==> src/rtl/imem_boot_loader_pkg.sv <==
// Shared loader definitions: FSM state encoding, checksum seed and word stride.
// Loader and bench both import this.
package imem_boot_loader_pkg;

   typedef enum logic [2:0] {
      S_LEN  = 3'd0,
      S_DATA = 3'd1,
      S_CSUM = 3'd2,
      S_RUN  = 3'd3,
      S_ERR  = 3'd4
   } state_t;

   localparam logic [31:0] CSUM_INIT   = 32'h0;
   localparam logic [31:0] IMEM_STRIDE = 32'd4;

   // Byte address of a program word in instruction memory.
   function automatic logic [31:0] word_addr(input logic [31:0] idx);
      return idx * IMEM_STRIDE;
   endfunction

endpackage

==> src/rtl/imem_boot_loader_if.sv <==
// Boot stream (valid/ready) plus instruction-memory write port.
// slave = loader view, master = stream source / memory-side observer view.
interface imem_boot_loader_if;
   logic        s_valid;
   logic        s_ready;
   logic [31:0] s_data;
   logic        imem_we;
   logic [31:0] imem_addr;
   logic [31:0] imem_wdata;

   modport slave  (input  s_valid, s_data,
                   output s_ready, imem_we, imem_addr, imem_wdata);
   modport master (output s_valid, s_data,
                   input  s_ready, imem_we, imem_addr, imem_wdata);
endinterface

==> src/rtl/imem_boot_loader_boot_csum.sv <==
// 32-bit XOR accumulator with synchronous clear and enable; result visible the
// cycle after an enabled word, no backpressure.
module boot_csum
   import imem_boot_loader_pkg::*;
(
   input  logic        clk,
   input  logic        rst,
   input  logic        i_clr,
   input  logic        i_en,
   input  logic [31:0] i_data,
   output logic [31:0] o_csum
);

   logic [31:0] r_csum;

   always_ff @(posedge clk or negedge rst) begin
      if (!rst) begin
         r_csum <= CSUM_INIT;
      end else if (i_clr) begin
         r_csum <= CSUM_INIT;
      end else if (i_en) begin
         r_csum <= r_csum ^ i_data;
      end
   end

   assign o_csum = r_csum;

endmodule

==> src/rtl/imem_boot_loader.sv <==
// Streams length/words/checksum into instruction memory, holding the core in reset until verified.
// Write latency 1 cycle; s_ready never drops mid-load, only in the terminal RUN/ERR states.
module imem_boot_loader
   import imem_boot_loader_pkg::*;
#(
   parameter int MAX_WORDS = 256,
   parameter int CNT_W     = 9
) (
   input  logic                 clk,
   input  logic                 rst,
   imem_boot_loader_if.slave    bus,
   output logic                 core_rst,
   output logic                 done,
   output logic                 error,
   output logic [CNT_W-1:0]     words_loaded
);

   state_t             r_state;
   state_t             w_next;
   logic               r_ready;
   logic               r_we;
   logic               r_done;
   logic               r_err;
   logic [31:0]        r_addr;
   logic [31:0]        r_wdata;
   logic [CNT_W-1:0]   r_idx;
   logic [CNT_W-1:0]   r_len;
   logic               w_acc;
   logic               w_ready_nxt;
   logic               w_csum_clr;
   logic               w_csum_en;
   logic [31:0]        w_csum;

   assign w_acc = bus.s_valid & r_ready;

   boot_csum u_csum (
      .clk    (clk),
      .rst    (rst),
      .i_clr  (w_csum_clr),
      .i_en   (w_csum_en),
      .i_data (bus.s_data),
      .o_csum (w_csum)
   );

   always_ff @(posedge clk or negedge rst) begin
      if (!rst) begin
         r_state <= S_LEN;
      end else begin
         r_state <= w_next;
      end
   end

   always_comb begin
      w_next      = r_state;
      w_csum_clr  = 1'b0;
      w_csum_en   = 1'b0;
      case (r_state)
         S_LEN: begin
            w_csum_clr = w_acc;
            if (w_acc) begin
               if (bus.s_data > 32'(MAX_WORDS)) begin
                  w_next = S_ERR;
               end else if (bus.s_data == 32'd0) begin
                  w_next = S_CSUM;
               end else begin
                  w_next = S_DATA;
               end
            end
         end
         S_DATA: begin
            w_csum_en = w_acc;
            if (w_acc && (r_idx == r_len - CNT_W'(1))) begin
               w_next = S_CSUM;
            end
         end
         S_CSUM: begin
            if (w_acc) begin
               w_next = (bus.s_data == w_csum) ? S_RUN : S_ERR;
            end
         end
         default: w_next = r_state;
      endcase
      w_ready_nxt = (w_next == S_LEN) || (w_next == S_DATA) || (w_next == S_CSUM);
   end

   always_ff @(posedge clk or negedge rst) begin
      if (!rst) begin
         r_ready <= 1'b0;
         r_we    <= 1'b0;
         r_addr  <= '0;
         r_wdata <= '0;
         r_idx   <= '0;
         r_len   <= '0;
         r_done  <= 1'b0;
         r_err   <= 1'b0;
      end else begin
         r_ready <= w_ready_nxt;
         r_we    <= 1'b0;
         r_done  <= (w_next == S_RUN);
         r_err   <= (w_next == S_ERR);
         if (w_acc && (r_state == S_LEN)) begin
            r_len <= bus.s_data[CNT_W-1:0];
            r_idx <= '0;
         end
         // The write is registered here so the last program word lands before the checksum beat can be taken.
         if (w_csum_en) begin
            r_we    <= 1'b1;
            r_addr  <= word_addr(32'(r_idx));
            r_wdata <= bus.s_data;
            r_idx   <= r_idx + CNT_W'(1);
         end
      end
   end

   assign bus.s_ready    = r_ready;
   assign bus.imem_we    = r_we;
   assign bus.imem_addr  = r_addr;
   assign bus.imem_wdata = r_wdata;
   assign core_rst       = r_done;
   assign done           = r_done;
   assign error          = r_err;
   assign words_loaded   = r_idx;

endmodule

==> src/flat_wrapper.sv <==
// flat-port wrapper written by rule: the top's interface ports become plain ports
module imem_boot_loader_flat import imem_boot_loader_pkg::*;
#(
   parameter int MAX_WORDS = 256,
   parameter int CNT_W     = 9
)
  (clk, rst, core_rst, done, error, words_loaded, bus_s_valid, bus_s_data, bus_s_ready, bus_imem_we, bus_imem_addr, bus_imem_wdata);
  imem_boot_loader_if bus_i ();
  input  logic clk;
  input  logic rst;
  output logic core_rst;
  output logic done;
  output logic error;
  output logic [CNT_W-1:0] words_loaded;
  input wire logic [$bits(bus_i.s_valid)-1:0] bus_s_valid;
  input wire logic [$bits(bus_i.s_data)-1:0] bus_s_data;
  output wire logic [$bits(bus_i.s_ready)-1:0] bus_s_ready;
  output wire logic [$bits(bus_i.imem_we)-1:0] bus_imem_we;
  output wire logic [$bits(bus_i.imem_addr)-1:0] bus_imem_addr;
  output wire logic [$bits(bus_i.imem_wdata)-1:0] bus_imem_wdata;
  assign bus_i.s_valid = bus_s_valid;
  assign bus_i.s_data = bus_s_data;
  assign bus_s_ready = bus_i.s_ready;
  assign bus_imem_we = bus_i.imem_we;
  assign bus_imem_addr = bus_i.imem_addr;
  assign bus_imem_wdata = bus_i.imem_wdata;
  imem_boot_loader #(.MAX_WORDS(MAX_WORDS), .CNT_W(CNT_W)) u_core (.clk(clk), .rst(rst), .bus(bus_i), .core_rst(core_rst), .done(done), .error(error), .words_loaded(words_loaded));
endmodule
==> config.mk <==
export PLATFORM = sky130hd
export DESIGN_NAME = imem_boot_loader_flat
export DESIGN_NICKNAME = d
export VERILOG_FILES = /design/src/rtl/imem_boot_loader_pkg.sv /design/src/rtl/imem_boot_loader_if.sv /design/src/rtl/imem_boot_loader_boot_csum.sv /design/src/rtl/imem_boot_loader.sv /design/src/flat_wrapper.sv
export SDC_FILE = /design/constraint.sdc
export NUM_CORES = 1
export LEC_CHECK = 0
export BUFFER_PORTS_ARGS = -buffer_cell sky130_fd_sc_hd__buf_2
export CAP_MARGIN = 20
export CORE_ASPECT_RATIO = 0.75
export CORE_MARGIN = 2
export CORE_UTILIZATION = 61
export CTS_BUF_LIST = sky130_fd_sc_hd__clkbuf_8
export DETAILED_ROUTE_END_ITERATION = 8
export GPL_ROUTABILITY_DRIVEN = 0
export PLACE_DENSITY = 0.88
export SYNTH_ARGS = -nofsm -noshare
export SYNTH_HDL_FRONTEND = slang
export SYNTH_HIERARCHICAL = 1
export SYNTH_SLANG_ARGS = --single-unit
==> constraint.sdc <==
create_clock -name clk -period 6.45 [get_ports clk]
set_clock_uncertainty 0.2 [all_clocks]
set_input_delay 0.3225 -clock clk [delete_from_list [all_inputs] [get_ports clk]]
set_output_delay 0.3225 -clock clk [all_outputs]
set_load 0.005 [all_outputs]
==> impl_results.md, run 1 <==
* Layout Nets at 588
* Top post-synthesis cells by count: dfrtp_1, mux2_2, xnor2_1, nand3b_1
* CP Launch Type: register
* Drt via density at 5.89
* Core area at 0.00853 sq mm
* Number of synthesized register bits at 98
* Unrepaired setup endpoints after global routing: no
* Total negative slack at 0 ns
* Status: completed
* Pins Over Slew Limit at 0
* CTS resizes at 0
* Ys async rst share at 100%
* Post-layout min period at 3.19 ns
* Pre-CTS WS at 3.33 ns
* Peak VDD IR at 0.185 mV
* Post-Route WL at 11,800 um
* Post-synthesis adder-cell area fraction at 0.465%
* Die width at 112 um
* Slew @ Worst Pin at 0.753 ns
* Syn avg cell area at 11.4 sq um
* CTS Buf Count at 9
* Fill cells at 614
* Main combinational cell family by area after synthesis: compound AO/OA/AOI/OAI gates
* Post-synthesis simple-gate area fraction at 14.6%
* Initial Util at 63.1%
* Cell accounting for the most synthesized area: dfrtp_1
* Fin cells at 664
* Final Cycle Share at 49.5%
* EDFF count, synth at 0
* # setup viols final at 0
* Fin. Hold Viols at 0
* Post-synthesis mux area share at 10.6%
* First-pass GRT wire length at 19,500 um
* PD cells at 279 mW/mm^2
* Most area-consuming cells after synthesis: dfrtp_1, mux2_2, xnor2_1
* Layout area overhead at 11.2%
* Final core utilization at 70.2%
* Worst skew pair latency at 0.38 ns
* Required @ worst endpoint at 6.50 ns
* Maximum fanout along the worst path at 45
* FP Rows at 29
* Seq/Total Area, Yosys at 45.6%
* Reg clk slew, reported paths at 0.10 ns
* Post-synth top area share at 45.6%
* Worst EP arrival at 3.24 ns
* Remaining Overflow, GRT at 0
* Synthesized cell area at 0.00538 sq mm
* CTS tree: yes
* Pre-antenna DRT Iters at 4
* H-tree depth at 3
* Routed via count at 3,909
* Mapped Cells at 470
* Max Fclk at 0.313 GHz
* CP Class: register to register
* Root Driver: clkbuf_8
* Rel. slew slack at 49.5%
* Top-count cell post-synth: dfrtp_1
* Largest net degree at the start of global routing at 87
* Layout cell share with drive strength beyond 1 at 36.0%
* Hpwl dp at 8230 um
* Port Buf Inserts at 89
* Antenna Cells at 0
* Setup crit end kind: register
* DR iter-0 viols at 309
* Hold WC Path Type: input pin to register
* Vias in the first global route at 3,891
* Post-DR wirelength/cell at 17.8 um
* Remaining DRCs at 0
* Pleak at 2.78 nW
* Clock Sinks at 98
* Max-cap violations at 0
* Antenna violations before repair at 0
* Yosys cell types at 56
* Dominant synthesized flop cell: dfrtp_1
* Placed Cells at 646
* Post-synthesis xor/xnor area fraction at 7.00%
* Total global-route track usage at 25.8%
* I/O pin count at 113
* Die area at 0.00959 sq mm
* Routed Antenna Nets at 0
* Die height at 85.3 um
* Clock Tree Buf Depth at 2
* Compound-gate portion of the synthesized area at 15.1%
* Worst Setup Slack, final at 3.26 ns
* Hold_ws at 0.0451 ns
* Ys Warns at 6
==> routing by layer <==
layer	global-route usage, %	up-vias	wire length (um)
li1	-	1800	-
met2	40.2	161	5500
met4	7.32	0	95
met1	36.0	1938	5180
met3	6.86	10	1010
met5	0	-	0
==> layout make-up <==
| cell class | count | area [sq um] | share of cell area, % |
|---|---|---|---|
| tap | 108 | 135 | 2.26 |
| inverter | 5 | 18.8 | 0.314 |
| timing repair buffer | 95 | 515 | 8.61 |
| sequential | 98 | 2450 | 41.0 |
| multi-input combinational | 342 | 2670 | 44.6 |
| clock inverter | 7 | 71.3 | 1.19 |
| clock buffer | 9 | 124 | 2.07 |
==> power by group <==
| part | total, mW | switching, mW | internal, mW | leakage (nW) |
|---|---|---|---|---|
| registers | 0.828 | 0.110 | 0.718 | 1.33 |
| clock network | 0.399 | 0.221 | 0.179 | 0.0966 |
| logic | 0.440 | 0.207 | 0.233 | 1.35 |
| total | 1.67 | 0.537 | 1.13 | 2.78 |
==> timing repair <==
| item | CTS | global route |
|---|---|---|
| buffers inserted | 0 | 0 |
| hold endpoints to repair | 12 | 0 |
| hold buffers | 1 | 0 |
| endpoints found under the setup margin | 0 | 0 |
==> final timing paths <==
| kind | startpoint | to | slack, ns | cells past startpoint |
|---|---|---|---|---|
| max in group asynchronous | rst | u_core/bus.imem_wdata[9] | 5.07 | 4 |
| worst min-delay path | bus_s_data[20] | u_core/bus.imem_wdata[20] | 0.05 | 2 |
| min in group asynchronous | rst | u_core/bus.imem_wdata[24] | 0.12 | 2 |
| worst max register to register | u_core/r_state[1] | u_core/error | 3.26 | 7 |
| worst min register to register | u_core/bus.imem_wdata[10] | u_core/bus.imem_wdata[10] | 0.31 | 1 |
| worst max-delay path | u_core/r_state[1] | u_core/error | 3.26 | 7 |
==> state kept, by name (all words and copies together) (netlist names) <==
register	count
u_core/bus.imem_we	1
u_core/bus.imem_addr	9
u_core/words_loaded	9
u_core/core_rst	1
u_core/bus.imem_wdata	32
u_core/u_csum/o_csum	32
u_core/bus.s_ready	1
u_core/r_len	9
u_core/error	1
u_core/r_state	3
==> kinds of logic after synthesis <==
family                   Yosys count
other                              1
XOR/XNOR                          43
flip-flops                        98
buffers and inverters             52
multiplexers                      51
AO/OA/AOI/OAI                     95
adder cells (fa/ha/maj)            2
AND/OR/NAND/NOR                  128
==> cell usage in the layout (no fill, tap or decap), types with 2 or more instances in the layout <==
cell and count:
dfrtp_1 98, buf_2 88, mux2_2 47, xnor2_1 38, nand3b_1 35, a21bo_1 28, a21oi_2 26, conb_1 23
nand2_1 20, o21ai_0 14, nor2_1 12, nor3_1 11, nand4_1 11, nor4_1 10, clkbuf_8 9, a21oi_1 9
buf_4 5, xor2_1 5, inv_1 4, nand3_1 4, mux2i_1 4, a21bo_2 4, nor4b_1 3, and3_1 3
clkinvlp_4 2, clkinv_4 2, clkinv_1 2, nor3b_1 2, or2b_1 2, or4_1 2, ha_1 2
==> critical path, cell delays in order, from the launching register on <==
cell	delay, ns
dfrtp_1	0.49
nand4bb_1	0.74
nor2_4	0.26
buf_4	0.56
nor4b_1	0.41
or4_1	0.18
o22a_2	0.15
nor4b_2	0.05
==> through the flow <==
stage               power, mW  instance area [sq um]
floorplan                1.12                   5460
global placement         1.24                   5750
detailed placement       1.27                   5750
CTS                      1.67                   5960
global route             1.76                   5980
finish                   1.67                   5980
(Power assumes the default switching activity.)
==> inputs of run 2 (changes only) <==
--- a/config.mk
+++ b/config.mk
@@ -9,11 +9,11 @@
 export CAP_MARGIN = 20
 export CORE_ASPECT_RATIO = 0.75
 export CORE_MARGIN = 2
-export CORE_UTILIZATION = 61
+export CORE_UTILIZATION = 57
 export CTS_BUF_LIST = sky130_fd_sc_hd__clkbuf_8
 export DETAILED_ROUTE_END_ITERATION = 8
 export GPL_ROUTABILITY_DRIVEN = 0
-export PLACE_DENSITY = 0.88
+export PLACE_DENSITY = 0.83
 export SYNTH_ARGS = -nofsm -noshare
 export SYNTH_HDL_FRONTEND = slang
 export SYNTH_HIERARCHICAL = 1
==> constraint.sdc (replaced) <==
create_clock -name clk -period 3.1 [get_ports clk]
set_clock_uncertainty 0.2 [all_clocks]
set_input_delay 0.155 -clock clk [delete_from_list [all_inputs] [get_ports clk]]
set_output_delay 0.155 -clock clk [all_outputs]
set_load 0.005 [all_outputs]
==> run 2 against run 1 <==
First-iteration DRC count grew 3.6%. Worst setup slack worse by 2.9 ns. Wire length is 5.0% higher. Worst hold slack gained 0.10 ns. Die area grew 6.7%. Sequential share of layout area fell by 2.4 points. Global-route usage down 0.15 points. Highest routed layer unchanged.
==> impl_results.md, run 2 (synthesis results as in run 1) <==
* # setup viols final at 0
* Placed Cells at 669
* CP Class: input pin to register
* Clock Sinks at 98
* R2R Setup Slk at 0.57 ns
* H-tree depth at 3
* First-pass GRT wire length at 20,100 um
* CTS resizes at 0
* Remaining Overflow, GRT at 0
* CTS tree: yes
* R2R Path End: u_core/r_state[1]
* Hold_ws at 0.149 ns
* Fin cells at 718
* Initial Util at 59.0%
* Max-cap violations at 0
* DR iter-0 viols at 320
* Status: completed
* FP Rows at 30
* Reg2Reg Depth at 8
* Layout Nets at 623
* Worst EP arrival at 2.81 ns
* Clock Tree Buf Depth at 2
* I/O pin count at 113
* CTS Hold Buffers Added at 34
* Drt via density at 5.59
* Largest net degree at the start of global routing at 66
* Antenna violations before repair at 0
* Pleak at 2.93 nW
* Routed via count at 4,012
* Worst setup startpoint: bus_s_data[0]
* Pins Over Slew Limit at 0
* PD cells at 561 mW/mm^2
* Post-DR wirelength/cell at 17.2 um
* Maximum fanout along the worst path at 6
* Hold WC Path Type: input pin to async pin
* Die area at 0.0102 sq mm
* Root Driver: clkbuf_8
* Reg clk slew, reported paths at 0.09 ns
* Antenna Cells at 0
* Post-Route WL at 12,400 um
* Total negative slack at 0 ns
* Vias in the first global route at 3,966
* Slew @ Worst Pin at 0.661 ns
* Post-CTS setup buffers at 0
* Core area at 0.00912 sq mm
* Total global-route track usage at 25.6%
* Most common cell after layout, fill and taps aside: dfrtp_1
* Pre-antenna DRT Iters at 4
* CP Launch Type: input pin
* Die width at 116 um
* Setup crit end kind: register
* Unrepaired setup endpoints after global routing: no
* Worst skew pair latency at 0.37 ns
* Crit path to: u_core/core_rst
* Rel. slew slack at 55.5%
* Hpwl dp at 8400 um
* Routed Antenna Nets at 0
* Required @ worst endpoint at 3.14 ns
* Most frequent cells in the layout: dfrtp_1, buf_2, mux2_2
* Post-layout min period at 2.77 ns
* Max Fclk at 0.361 GHz
* CTS Buf Count at 9
* Die height at 88.1 um
* Reg-to-reg critical path startpoint: u_core/r_len[0]
* Layout cell share with drive strength beyond 1 at 34.1%
* Final Power at 3.57 mW
* Remaining DRCs at 0
* Peak VDD IR at 0.410 mV
* Final Cycle Share at 89.4%
* Layout area overhead at 18.2%
* Port Buf Inserts at 89
* Fin. Hold Viols at 0
-- run 2: cell count changes in the layout (fill, tap and decap cells not counted), sizes merged --
cell and delta:
buf +2, bufinv +1, clkinv -2, dlygate4sd3 +33
-- run 2: worst min path at each step --
stage	from	to	slack, ns	depth (start not counted)
floorplan	rst	u_core/bus.imem_addr[10]	-0.34	0
global placement	rst	u_core/bus.imem_wdata[27]	0.02	1
detailed placement	rst	u_core/u_csum/o_csum[27]	0.03	1
CTS	rst	u_core/bus.imem_wdata[24]	0.17	2
global route	rst	u_core/u_csum/o_csum[25]	0.20	2
finish	rst	u_core/bus.imem_wdata[24]	0.15	2
-- run 2: metal layers --
metal	vias to the layer above	GRT usage, %	part of all wire, %
met2	131	40.7	47
met3	6	5.33	6.2
met1	2003	36.9	46
met5	-	0	0
li1	1872	-	-
met4	0	5.30	0.80
-- run 2: where the power goes --
group	internal (mW)	switching [mW]
clock network	0.446	0.441
registers	1.49	0.234
logic	0.511	0.444
-- run 2: worst max-delay path, stage by stage --
cell           delay [ns]
dlygate4sd3_1        0.54
buf_2                0.18
nor4_1               0.62
nand2_1              0.21
a211o_1              0.35
a21o_2               0.22
o21bai_1             0.20
nor4b_1              0.34
-- run 2: final cells by class --
class | instances | area (sq um)
Clock buffer | 9 | 124
Clock inverter | 6 | 83.8
Fill cell | 666 | 2760
Inverter | 5 | 18.8
Multi-Input combinational cell | 342 | 2670
Sequential cell | 98 | 2450
Tap cell | 128 | 160
Timing Repair Buffer | 130 | 853
-- run 2: metrics by stage --
step	utilization (%)	area (sq um)	worst slack [ns]
2_1_floorplan	-	5460	0.855
3_3_place_gp	63.7	5810	0.753
3_5_place_dp	63.7	5810	0.630
4_1_cts	69.7	6360	0.465
5_1_grt	69.7	6360	0.199
6_report	69.7	6360	0.330
==> inputs of run 3 (changes only) <==
--- a/config.mk
+++ b/config.mk
@@ -6,13 +6,13 @@
 export NUM_CORES = 1
 export LEC_CHECK = 0
 export BUFFER_PORTS_ARGS = -buffer_cell sky130_fd_sc_hd__buf_2
-export CAP_MARGIN = 20
 export CORE_ASPECT_RATIO = 0.75
 export CORE_MARGIN = 2
 export CORE_UTILIZATION = 57
 export CTS_BUF_LIST = sky130_fd_sc_hd__clkbuf_8
 export DETAILED_ROUTE_END_ITERATION = 8
 export GPL_ROUTABILITY_DRIVEN = 0
+export GPL_TIMING_DRIVEN = 0
 export PLACE_DENSITY = 0.83
 export SYNTH_ARGS = -nofsm -noshare
 export SYNTH_HDL_FRONTEND = slang
==> run 3 against run 2 <==
Clock-buffer cell count up 1. Worst hold slack worse by 0.081 ns. Critical path depth rose by 3. Sequential power about the same. Die area stayed put. Final cell count rose by 5.8%. Via count up 5.9%. Largest cell class unchanged.
==> impl_results.md, run 3 (synthesis results as in run 1) <==
* Setup crit end kind: register
* Post-layout min period at 2.76 ns
* Post-CTS setup buffers at 0
* H-tree depth at 3
* Routed via count at 4,249
* # setup viols final at 0
* Drt via density at 5.59
* Die width at 116 um
* Clock Sinks at 98
* Antenna Cells at 0
* Most frequent cells in the layout: dfrtp_1, buf_2, mux2_2
* Layout Nets at 664
* Max Fclk at 0.363 GHz
* Worst-path cell chain: dlygate4sd3_1 -> buf_2 -> nand2_1 -> nor3_2 -> nand2_1 -> clkbuf_1 -> inv_1 -> buf_6 -> buf_4 -> nand3b_1 -> a21oi_2
* Crit path to: u_core/u_csum/o_csum[25]
* Unrepaired setup endpoints after global routing: no
* Layout area overhead at 23.8%
* Slew @ Worst Pin at 0.717 ns
* Core area at 0.00912 sq mm
* Pleak at 3.14 nW
* Worst path top cell family by delay: buffers and inverters
* Layout cell share with drive strength beyond 1 at 37.0%
* Critical path's most frequent cell: nand2_1
* Total negative slack at 0 ns
* Die height at 88.1 um
* Root Driver: clkbuf_8
* CP Launch Type: input pin
* Initial Util at 59.0%
* Post-Route WL at 13,300 um
* Worst skew pair latency at 0.37 ns
* Fill cells at 653
* Final Instance Area at 0.00666 sq mm
* Status: completed
* Largest net degree at the start of global routing at 67
* I/O pin count at 113
* Reg2Reg Depth at 9
* Reg-to-reg critical path startpoint: u_core/bus.s_ready
* Fin. Hold Viols at 0
* R2R Setup Slk at 0.37 ns
* Maximum fanout along the worst path at 10
* Port Buf Inserts at 89
* Crit-path max cell delay at 0.53 ns
* FP Rows at 30
* CP Class: input pin to register
* Worst setup startpoint: bus_s_valid
* Max-cap violations at 0
* Post-DR wirelength/cell at 17.5 um
* Remaining Overflow, GRT at 0
* Die area at 0.0102 sq mm
* Antenna violations before repair at 0
* Pre-antenna DRT Iters at 5
* Total global-route track usage at 27.1%
* Vias in the first global route at 4,179
* DR iter-0 viols at 293
* CTS Buf Count at 9
* R2R Path End: u_core/u_csum/o_csum[25]
* Peak VDD IR at 0.310 mV
* Crit path buf inv count at 6
* CTS tree: yes
* Hold WC Path Type: input pin to async pin
* First-pass GRT wire length at 21,200 um
* Reg clk slew, reported paths at 0.09 ns
* Final Cycle Share at 89.0%
* Pins Over Slew Limit at 0
* Worst EP arrival at 2.86 ns
* PD cells at 544 mW/mm^2
* Dpl cell area at 0.00610 sq mm
* Hpwl dp at 9440 um
* Rel. slew slack at 52.2%
* Remaining DRCs at 0
* Path length in cells of the critical path at 11
* Clock Tree Buf Depth at 2
* Required @ worst endpoint at 3.20 ns
* Routed Antenna Nets at 0
* Most common cell after layout, fill and taps aside: dfrtp_1
* Slowest cell on crit path: dlygate4sd3_1
-- run 3: cell types whose count changed in the layout (fill, tap and decap cells not counted), moves of 2 or more --
cell | before | now
clkbuf_1 | 0 | 9
buf_4 | 7 | 29
buf_2 | 88 | 92
buf_6 | 0 | 5
clkbuf_8 | 9 | 11
clkinvlp_4 | 2 | 0
clkinv_2 | 1 | 4
-- run 3: repair_timing --
| action | 4_1_cts | 5_1_grt |
|---|---|---|
| endpoints found under the hold margin | 172 | 0 |
| hold buffers | 34 | 0 |
| gates resized for setup | 0 | 1 |
| endpoints found under the setup margin | 0 | 7 |
-- run 3: worst min-delay path by stage --
stage             startpoint                   endpoint  slack, ns  cells after the start
2_1_floorplan            rst   u_core/bus.imem_addr[10]      -0.34                      0
3_3_place_gp   bus_s_data[0]            u_core/r_len[0]       0.26                      3
3_5_place_dp             rst  u_core/bus.imem_wdata[26]      -0.07                      1
4_1_cts                  rst  u_core/bus.imem_wdata[26]       0.07                      2
5_1_grt                  rst  u_core/bus.imem_wdata[26]       0.11                      2
6_report                 rst  u_core/bus.imem_wdata[26]       0.07                      2
-- run 3: report_power, final --
group | switching, mW | internal, mW | total (mW)
Clock | 0.431 | 0.471 | 0.902
Combinational | 0.474 | 0.540 | 1.01
Sequential | 0.216 | 1.49 | 1.71
Total | 1.12 | 2.51 | 3.63
-- run 3: final cells by class --
class	count	area [sq um]	share of cell area (%)
buffer	47	334	5.02
clock buffer	10	138	2.07
clock inverter	6	80.1	1.20
inverter	5	18.8	0.282
multi-input combinational	342	2660	40.0
sequential	98	2450	36.8
tap	128	160	2.40
timing repair buffer	124	816	12.2
-- run 3: layer usage --
layer | part of all wire (%) | wire length, um | track usage, %
met1 | 47 | 6230 | 38.6
met3 | 5.2 | 696 | 4.78
met4 | 1.3 | 171 | 7.25
met2 | 47 | 6200 | 43.4
met5 | 0 | 0 | 0
-- run 3: stage by stage --
| stage | cells | total power [mW] | setup slack [ns] | utilization, % | hold slack (ns) |
|---|---|---|---|---|---|
| detailed placement | 710 | 2.68 | 0.252 | 66.9 | -0.0674 |
| finish | 760 | 3.63 | 0.342 | 73.0 | 0.0676 |
| CTS | 760 | 3.63 | 0.215 | 73.0 | 0.0741 |
| global route | 760 | 3.82 | 0.166 | 73.0 | 0.113 |
| floorplan | 492 | 2.33 | 0.855 | - | -0.341 |
| global placement | 709 | 2.61 | 0.335 | 66.5 | 0.256 |
-- run 3: worst register-to-register path: stages, from the launching register on --
cell and delay [ns]:
dfrtp_1 0.40, nand2_1 0.22, nor3_2 0.33, nand2_1 0.37
clkbuf_1 0.34, inv_1 0.15, buf_6 0.16, buf_4 0.20
nand3b_1 0.13, a21oi_2 0.16
